===== src/rtl/glu_pkg.sv =====
// Shared GLU register map, control-byte layout and sequencer state encoding
// used by the host-side GLU initiator.
package glu_pkg;

  localparam logic [1:0] GLU_CTRL = 2'd0;
  localparam logic [1:0] GLU_DATA = 2'd1;
  localparam logic [1:0] GLU_ALO  = 2'd2;
  localparam logic [1:0] GLU_AHI  = 2'd3;

  localparam int CTRL_BUSY   = 7;
  localparam int CTRL_RAM    = 6;
  localparam int CTRL_AINC   = 5;
  localparam int CTRL_VOL_HI = 3;
  localparam int CTRL_VOL_LO = 0;

  typedef enum logic [3:0] {
    S_IDLE,
    S_POLL,
    S_POLL_WAIT,
    S_WR_CTRL,
    S_WR_ALO,
    S_WR_AHI,
    S_DUMMY,
    S_DUMMY_WAIT,
    S_XFER,
    S_XFER_WAIT,
    S_DONE
  } seq_state_e;

  // Control byte for a transfer: auto-increment always on, busy bit written as 0.
  function automatic logic [7:0] ctrl_byte(input logic ram, input logic [3:0] vol);
    logic [7:0] c;
    c = 8'h00;
    c[CTRL_RAM] = ram;
    c[CTRL_AINC] = 1'b1;
    c[CTRL_VOL_HI:CTRL_VOL_LO] = vol;
    return c;
  endfunction

endpackage


===== src/rtl/glu_access_port.sv =====
// GLU bus access port: gates requests onto ph0_en, emits the one-cycle select,
// holds the bus values between accesses and captures read data a cycle late.
module glu_access_port
  import glu_pkg::*;
(
  input  logic       clk,
  input  logic       reset,
  input  logic       ph0_en,
  input  logic       req,
  input  logic       req_wr,
  input  logic [1:0] req_addr,
  input  logic [7:0] req_wdata,
  output logic       ack,
  output logic       cap_valid,
  output logic [7:0] cap_data,
  output logic       glu_select,
  output logic       glu_wr,
  output logic [1:0] glu_addr,
  output logic [7:0] glu_wdata,
  input  logic [7:0] glu_rdata
);

  logic [1:0] addr_q;
  logic [7:0] wdata_q;
  logic       rd_pend;

  // Reset is folded in so an in-flight select drops in the reset cycle itself.
  assign ack        = req & ph0_en & ~reset;
  assign glu_select = ack;
  assign glu_wr     = ack & req_wr;
  assign glu_addr   = ack ? req_addr  : addr_q;
  assign glu_wdata  = ack ? req_wdata : wdata_q;

  // NOTE: sequential state uses non-blocking assignments so every register
  // samples pre-edge values regardless of block evaluation order.
  always_ff @(posedge clk) begin
    if (reset) begin
      addr_q    <= GLU_CTRL;
      wdata_q   <= 8'h00;
      rd_pend   <= 1'b0;
      cap_valid <= 1'b0;
      cap_data  <= 8'h00;
    end else begin
      rd_pend   <= ack & ~req_wr;
      cap_valid <= rd_pend;
      if (ack) begin
        addr_q  <= req_addr;
        wdata_q <= req_wdata;
      end
      // The responder presents read data during the cycle after the select.
      if (rd_pend) cap_data <= glu_rdata;
    end
  end

endmodule


===== src/rtl/glu_host_seq.sv =====
// Host-side GLU initiator: turns one command into busy poll, control write,
// address writes and an auto-incrementing burst of data writes or reads.
module glu_host_seq
  import glu_pkg::*;
#(
  parameter int POLL_MAX = 255,
  parameter int LEN_W    = 9
) (
  input  logic             CLK_14M,
  input  logic             reset,
  input  logic             ph0_en,
  input  logic             cmd_valid,
  output logic             cmd_ready,
  input  logic             cmd_write,
  input  logic             cmd_ram,
  input  logic [15:0]      cmd_addr,
  input  logic [LEN_W-1:0] cmd_len,
  input  logic [3:0]       cfg_volume,
  input  logic [7:0]       wdata,
  input  logic             wvalid,
  output logic             wready,
  output logic [7:0]       rdata,
  output logic             rvalid,
  output logic             done,
  output logic             err,
  output logic             glu_select,
  output logic             glu_wr,
  output logic [1:0]       glu_addr,
  output logic [7:0]       glu_wdata,
  input  logic [7:0]       glu_rdata
);

  localparam int PW = $clog2(POLL_MAX + 1);

  seq_state_e       state, state_nxt;
  logic             wr_q, ram_q;
  logic [15:0]      addr_q;
  logic [LEN_W-1:0] len_q;
  logic [PW-1:0]    poll_q;

  logic             req, req_wr, ack, cap_valid;
  logic [1:0]       req_addr;
  logic [7:0]       req_wdata, cap_data;
  logic             accept, poll_last, last_byte, busy_seen, byte_done;

  glu_access_port u_port (
    .clk        (CLK_14M),
    .reset      (reset),
    .ph0_en     (ph0_en),
    .req        (req),
    .req_wr     (req_wr),
    .req_addr   (req_addr),
    .req_wdata  (req_wdata),
    .ack        (ack),
    .cap_valid  (cap_valid),
    .cap_data   (cap_data),
    .glu_select (glu_select),
    .glu_wr     (glu_wr),
    .glu_addr   (glu_addr),
    .glu_wdata  (glu_wdata),
    .glu_rdata  (glu_rdata)
  );

  assign accept    = cmd_valid & cmd_ready;
  assign poll_last = (poll_q == PW'(POLL_MAX - 1));
  assign last_byte = (len_q == LEN_W'(1));
  assign busy_seen = (state == S_POLL_WAIT) & cap_valid & cap_data[CTRL_BUSY];
  assign byte_done = ((state == S_XFER) & wr_q & ack) | ((state == S_XFER_WAIT) & cap_valid);

  // Access request decode depends on state only, keeping ack out of this path.
  // NOTE: every output gets a default first so no path leaves a latch behind.
  always_comb begin
    req       = 1'b0;
    req_wr    = 1'b0;
    req_addr  = GLU_CTRL;
    req_wdata = 8'h00;
    cmd_ready = (state == S_IDLE);
    done      = (state == S_DONE);
    unique case (state)
      S_POLL:    req = 1'b1;
      S_WR_CTRL: begin
        req = 1'b1; req_wr = 1'b1; req_wdata = ctrl_byte(ram_q, cfg_volume);
      end
      S_WR_ALO:  begin
        req = 1'b1; req_wr = 1'b1; req_addr = GLU_ALO; req_wdata = addr_q[7:0];
      end
      S_WR_AHI:  begin
        req = 1'b1; req_wr = 1'b1; req_addr = GLU_AHI; req_wdata = addr_q[15:8];
      end
      S_DUMMY:   begin
        req = 1'b1; req_addr = GLU_DATA;
      end
      S_XFER:    begin
        req       = wr_q ? wvalid : 1'b1;
        req_wr    = wr_q;
        req_addr  = GLU_DATA;
        req_wdata = wr_q ? wdata : 8'h00;
      end
      default: ;
    endcase
  end

  always_comb begin
    state_nxt = state;
    wready    = 1'b0;
    unique case (state)
      S_IDLE:       if (cmd_valid) state_nxt = (cmd_len == '0) ? S_DONE : S_POLL;
      S_POLL:       if (ack) state_nxt = S_POLL_WAIT;
      S_POLL_WAIT:  if (cap_valid) begin
        if (!cap_data[CTRL_BUSY]) state_nxt = S_WR_CTRL;
        else                      state_nxt = poll_last ? S_DONE : S_POLL;
      end
      S_WR_CTRL:    if (ack) state_nxt = S_WR_ALO;
      S_WR_ALO:     if (ack) state_nxt = ram_q ? S_WR_AHI : (wr_q ? S_XFER : S_DUMMY);
      S_WR_AHI:     if (ack) state_nxt = wr_q ? S_XFER : S_DUMMY;
      S_DUMMY:      if (ack) state_nxt = S_DUMMY_WAIT;
      S_DUMMY_WAIT: if (cap_valid) state_nxt = S_XFER;
      S_XFER:       if (ack) begin
        wready    = wr_q;
        state_nxt = !wr_q ? S_XFER_WAIT : (last_byte ? S_DONE : S_XFER);
      end
      S_XFER_WAIT:  if (cap_valid) state_nxt = last_byte ? S_DONE : S_XFER;
      S_DONE:       state_nxt = S_IDLE;
      default:      state_nxt = S_IDLE;
    endcase
  end

  always_ff @(posedge CLK_14M) begin
    if (reset) begin
      state  <= S_IDLE;
      wr_q   <= 1'b0;
      ram_q  <= 1'b0;
      addr_q <= 16'h0000;
      len_q  <= '0;
      poll_q <= '0;
      err    <= 1'b0;
      rdata  <= 8'h00;
      rvalid <= 1'b0;
    end else begin
      state  <= state_nxt;
      rvalid <= 1'b0;
      if (accept) begin
        wr_q   <= cmd_write;
        ram_q  <= cmd_ram;
        addr_q <= cmd_addr;
        len_q  <= cmd_len;
        poll_q <= '0;
        err    <= 1'b0;
      end
      if (busy_seen) begin
        if (poll_last) err <= 1'b1;
        else           poll_q <= poll_q + 1'b1;
      end
      if (byte_done) len_q <= len_q - 1'b1;
      if ((state == S_XFER_WAIT) && cap_valid) begin
        rdata  <= cap_data;
        rvalid <= 1'b1;
      end
    end
  end

endmodule


===== config.mk =====
export PLATFORM = sky130hd
export DESIGN_NAME = glu_host_seq
export DESIGN_NICKNAME = d
export VERILOG_FILES = /design/src/rtl/glu_pkg.sv /design/src/rtl/glu_access_port.sv /design/src/rtl/glu_host_seq.sv
export SDC_FILE = /design/constraint.sdc
export NUM_CORES = 1
export LEC_CHECK = 0
export CAP_MARGIN = 25
export CORE_MARGIN = 1
export CORE_UTILIZATION = 45
export CTS_BUF_LIST = sky130_fd_sc_hd__clkbuf_8
export DETAILED_ROUTE_END_ITERATION = 10
export GPL_ROUTABILITY_DRIVEN = 0
export MAX_ROUTING_LAYER = met4
export PLACE_DENSITY = 0.82
export SLEW_MARGIN = 5
export SYNTH_ARGS = -nofsm -noshare
export SYNTH_HDL_FRONTEND = slang
export SYNTH_HIERARCHICAL = 1
export SYNTH_SLANG_ARGS = --single-unit

===== constraint.sdc =====
create_clock -name CLK_14M -period 3.4 [get_ports CLK_14M]
set_input_delay 0.51 -clock CLK_14M [delete_from_list [all_inputs] [get_ports CLK_14M]]
set_output_delay 0.51 -clock CLK_14M [all_outputs]
set_load 0.05 [all_outputs]

==> results.cfg <==
[outcome]
status = completed

[timing]
fin_ws_ps = 251
fin_tns_setup_ps = 0
layout_min_cycle_time_ps = 3150
skew_ps = 9.43
max_freq_ghz = 0.318
hold_viol_final = 0
min_period_over_period_pct = 92.6
worstMarginPinSlew_ps = 825
maxSlewViolCount = 0
rsz0062_at_grt = no
maxSlewHeadroom_pct = 44.9
setup_violations = 0

[cells_and_area]
nFillCells = 671
stdcell_count = 593
regArea_mm2 = 0.00138
drive_gt1_share_pct = 15.5
nNetsFinal = 542
multiInputGateArea_mm2 = 0.00203
antenna_cells = 0
syn_to_final_growth_pct = 28.7

[worst_setup_path]
worst_setup_path_end_kind = output port
cp_data_required_time_ps = 2890
crit_type = reg2out
worstPathArrival_ps = 2640
r2r_slack_ps = 470
cp_max_fo = 13
worstPathCellList = nor4b_2 > o21ai_0 > nand2_1 > nand3b_4 > inv_1 > inv_1 > nor3_1 > buf_12
startpoint_type = flop
critical_path.top_delay_family = simple AND/OR/NAND/NOR gates
cp.buffers_inverters = 3
crit_top_cell = inv_1
critPathMaxStageDelay_ps = 530
crit_path_top_delay_cell = dfxtp_1

[route]
post_drt_wl_per_cell_um = 15.0
viasPerCell = 5.51
ant_nets = 0
wirelength_um = 8880
num_vias = 3267
drt_iter0_drc = 157
drc = 0
drt_pre_antenna_iters = 5

[power]
p_seq_share_pct = 39.1
p_sw_share_pct = 35.2
p_sw_uw = 876
powerDensity_mw_per_mm2 = 533
p_clk_share_pct = 30.1
peakVddDrop_uv = 278
p_int_uw = 1610
p_leak_uw = 0.00179
pwr-share-comb_pct = 30.8

[synth]
syn_area_mm2 = 0.00363
syn-num-nets = 478
synth_top_area_cell = dfxtp_1
yosysWarnings = 6
synth_seq_area_share_pct = 38.1
synthArstFlopShare_pct = 0
synth_area_leaders = dfxtp_1, mux2i_1, nand2_1, a21oi_1, nor2_1
yosysMostFrequentCell = dfxtp_1
ys.flop_type = dfxtp_1
synth_common_cells = dfxtp_1, nand2_1, nor2_1
yosys.area.top_type_share_pct = 38.1
synth.avg_cell_area_um2 = 8.60
synth-edff-count = 0
netlist_instances = 422
yosysUniqueCellTypes = 64
synth-seq-cells = 69

[place]
place_hpwl_um = 6330
place_ws_ps = 484
port_buffers = 76
dp.cells = 577

[floorplanning]
rows = 32
start_util_pct = 46.7
die_area_mm2 = 0.00842
die_h_um = 91.8
ios = 77
coreArea_mm2 = 0.00777
die_x_um = 91.8

[global_route]
grt_overflow = 0
first_global_vias = 3066
antenna_found_initial = 0
grt_pass1_wl_um = 14400
grt.total_usage_pct = 22.0
grt_max_degree = 70

[clocking]
htree_num_levels = 3
ctsHoldBuffers = 0
clk_pin_slew_ps = 70
clockBufferDepth = 2
numCtsBuffers = 9
worstSkewPairLatency_ps = 350
clock_sinks = 69
root_buffer = clkbuf_8
cts_tree = yes
postCtsSetupBuffers = 0
cts_resized = 0

[job]
cap_violations = 0

[hold_path]
min_path_type = reg2reg
-- cell usage in the layout (no fill, tap or decap), drive strengths merged, types with 6 or more instances in the layout --
| cell type | Yosys | layout |
|---|---|---|
| nand2 | 59 | 59 |
| clkdlybuf4s50 | 0 | 62 |
| nand3 | 16 | 16 |
| o21ai | 10 | 10 |
| clkbuf | 11 | 9 |
| inv | 16 | 18 |
| buf | 19 | 21 |
| mux2 | 12 | 12 |
| xor2 | 6 | 6 |
| nor3 | 15 | 15 |
| a21bo | 10 | 10 |
| a21oi | 37 | 37 |
| nor2 | 41 | 41 |
| dfxtp | 69 | 69 |
| mux2i | 24 | 24 |
| a221o | 7 | 7 |
-- cells by family after synthesis --
logic type,after synthesis,synth area share [%]
XOR/XNOR,9,2.17
flip-flops,69,38.1
adder cells (fa/ha/maj),4,1.38
AO/OA/AOI/OAI,93,18.2
multiplexers,36,11.1
AND/OR/NAND/NOR,165,23.1
buffers and inverters,46,6.04
-- power by group through the flow --
stage | combinational, µW | clock [µW] | sequential [µW]
finish | 767 | 749 | 974
global route | 835 | 785 | 985
CTS | 762 | 750 | 971
detailed placement | 758 | 0 | 989
global placement | 748 | 0 | 982
floorplan | 594 | 0 | 944
-- sequential cells by signal, indices dropped and copies added (netlist names) --
signal	cells
addr_q	16
len_q	9
poll_q	8
rdata	8
u_port/cap_data	8
u_port/wdata_q	8
state	4
u_port/addr_q	2
err	1
ram_q	1
rvalid	1
u_port/cap_valid	1
u_port/rd_pend	1
wr_q	1
-- cell type report --
cell class	count	area share, %
flip-flops and latches	69	29.6
repair buffers	83	18.2
inverters	16	1.29
multi-input cells	307	43.4
well taps	102	2.73
clock buffers	9	2.65
clock inverters	7	2.09
-- per-layer routing --
| metal | global-route usage, % | part of all wire (%) | up-vias |
|---|---|---|---|
| li1 | - | - | 1618 |
| met1 | 27.3 | 46 | 1529 |
| met2 | 35.8 | 48 | 101 |
| met3 | 4.15 | 4.2 | 19 |
| met4 | 8.20 | 2.0 | 0 |
| met5 | - | 0 | - |
-- worst paths after layout --
kind / from / end / cells past startpoint
worst min register to register: addr_q[2]$_SDFFE_PP0P_ / addr_q[2]$_SDFFE_PP0P_ / 2
worst min-delay path: addr_q[2]$_SDFFE_PP0P_ / addr_q[2]$_SDFFE_PP0P_ / 2
worst max-delay path: state[3]$_SDFFE_PP0P_ / wready / 8
worst max register to register: state[3]$_SDFFE_PP0P_ / len_q[5]$_SDFFE_PP0P_ / 9
-- per-stage QoR --
step | area [µm²] | utilization, % | total power (µW) | hold slack [ps]
finish | 4670 | 60.1 | 2490 | 454
global route | 4670 | 60.1 | 2600 | 474
CTS | 4670 | 60.1 | 2480 | 457
detailed placement | 4450 | 57.2 | 1750 | 447
global placement | 4450 | 57.2 | 1730 | 440
floorplan | 3630 | - | 1540 | 433
-- tightest hold or removal path, stage by stage, from the launching register on --
cell and delay (ps):
dfxtp_1 310, nand2_1 50, a21oi_1 50
(Power assumes the default switching activity.)
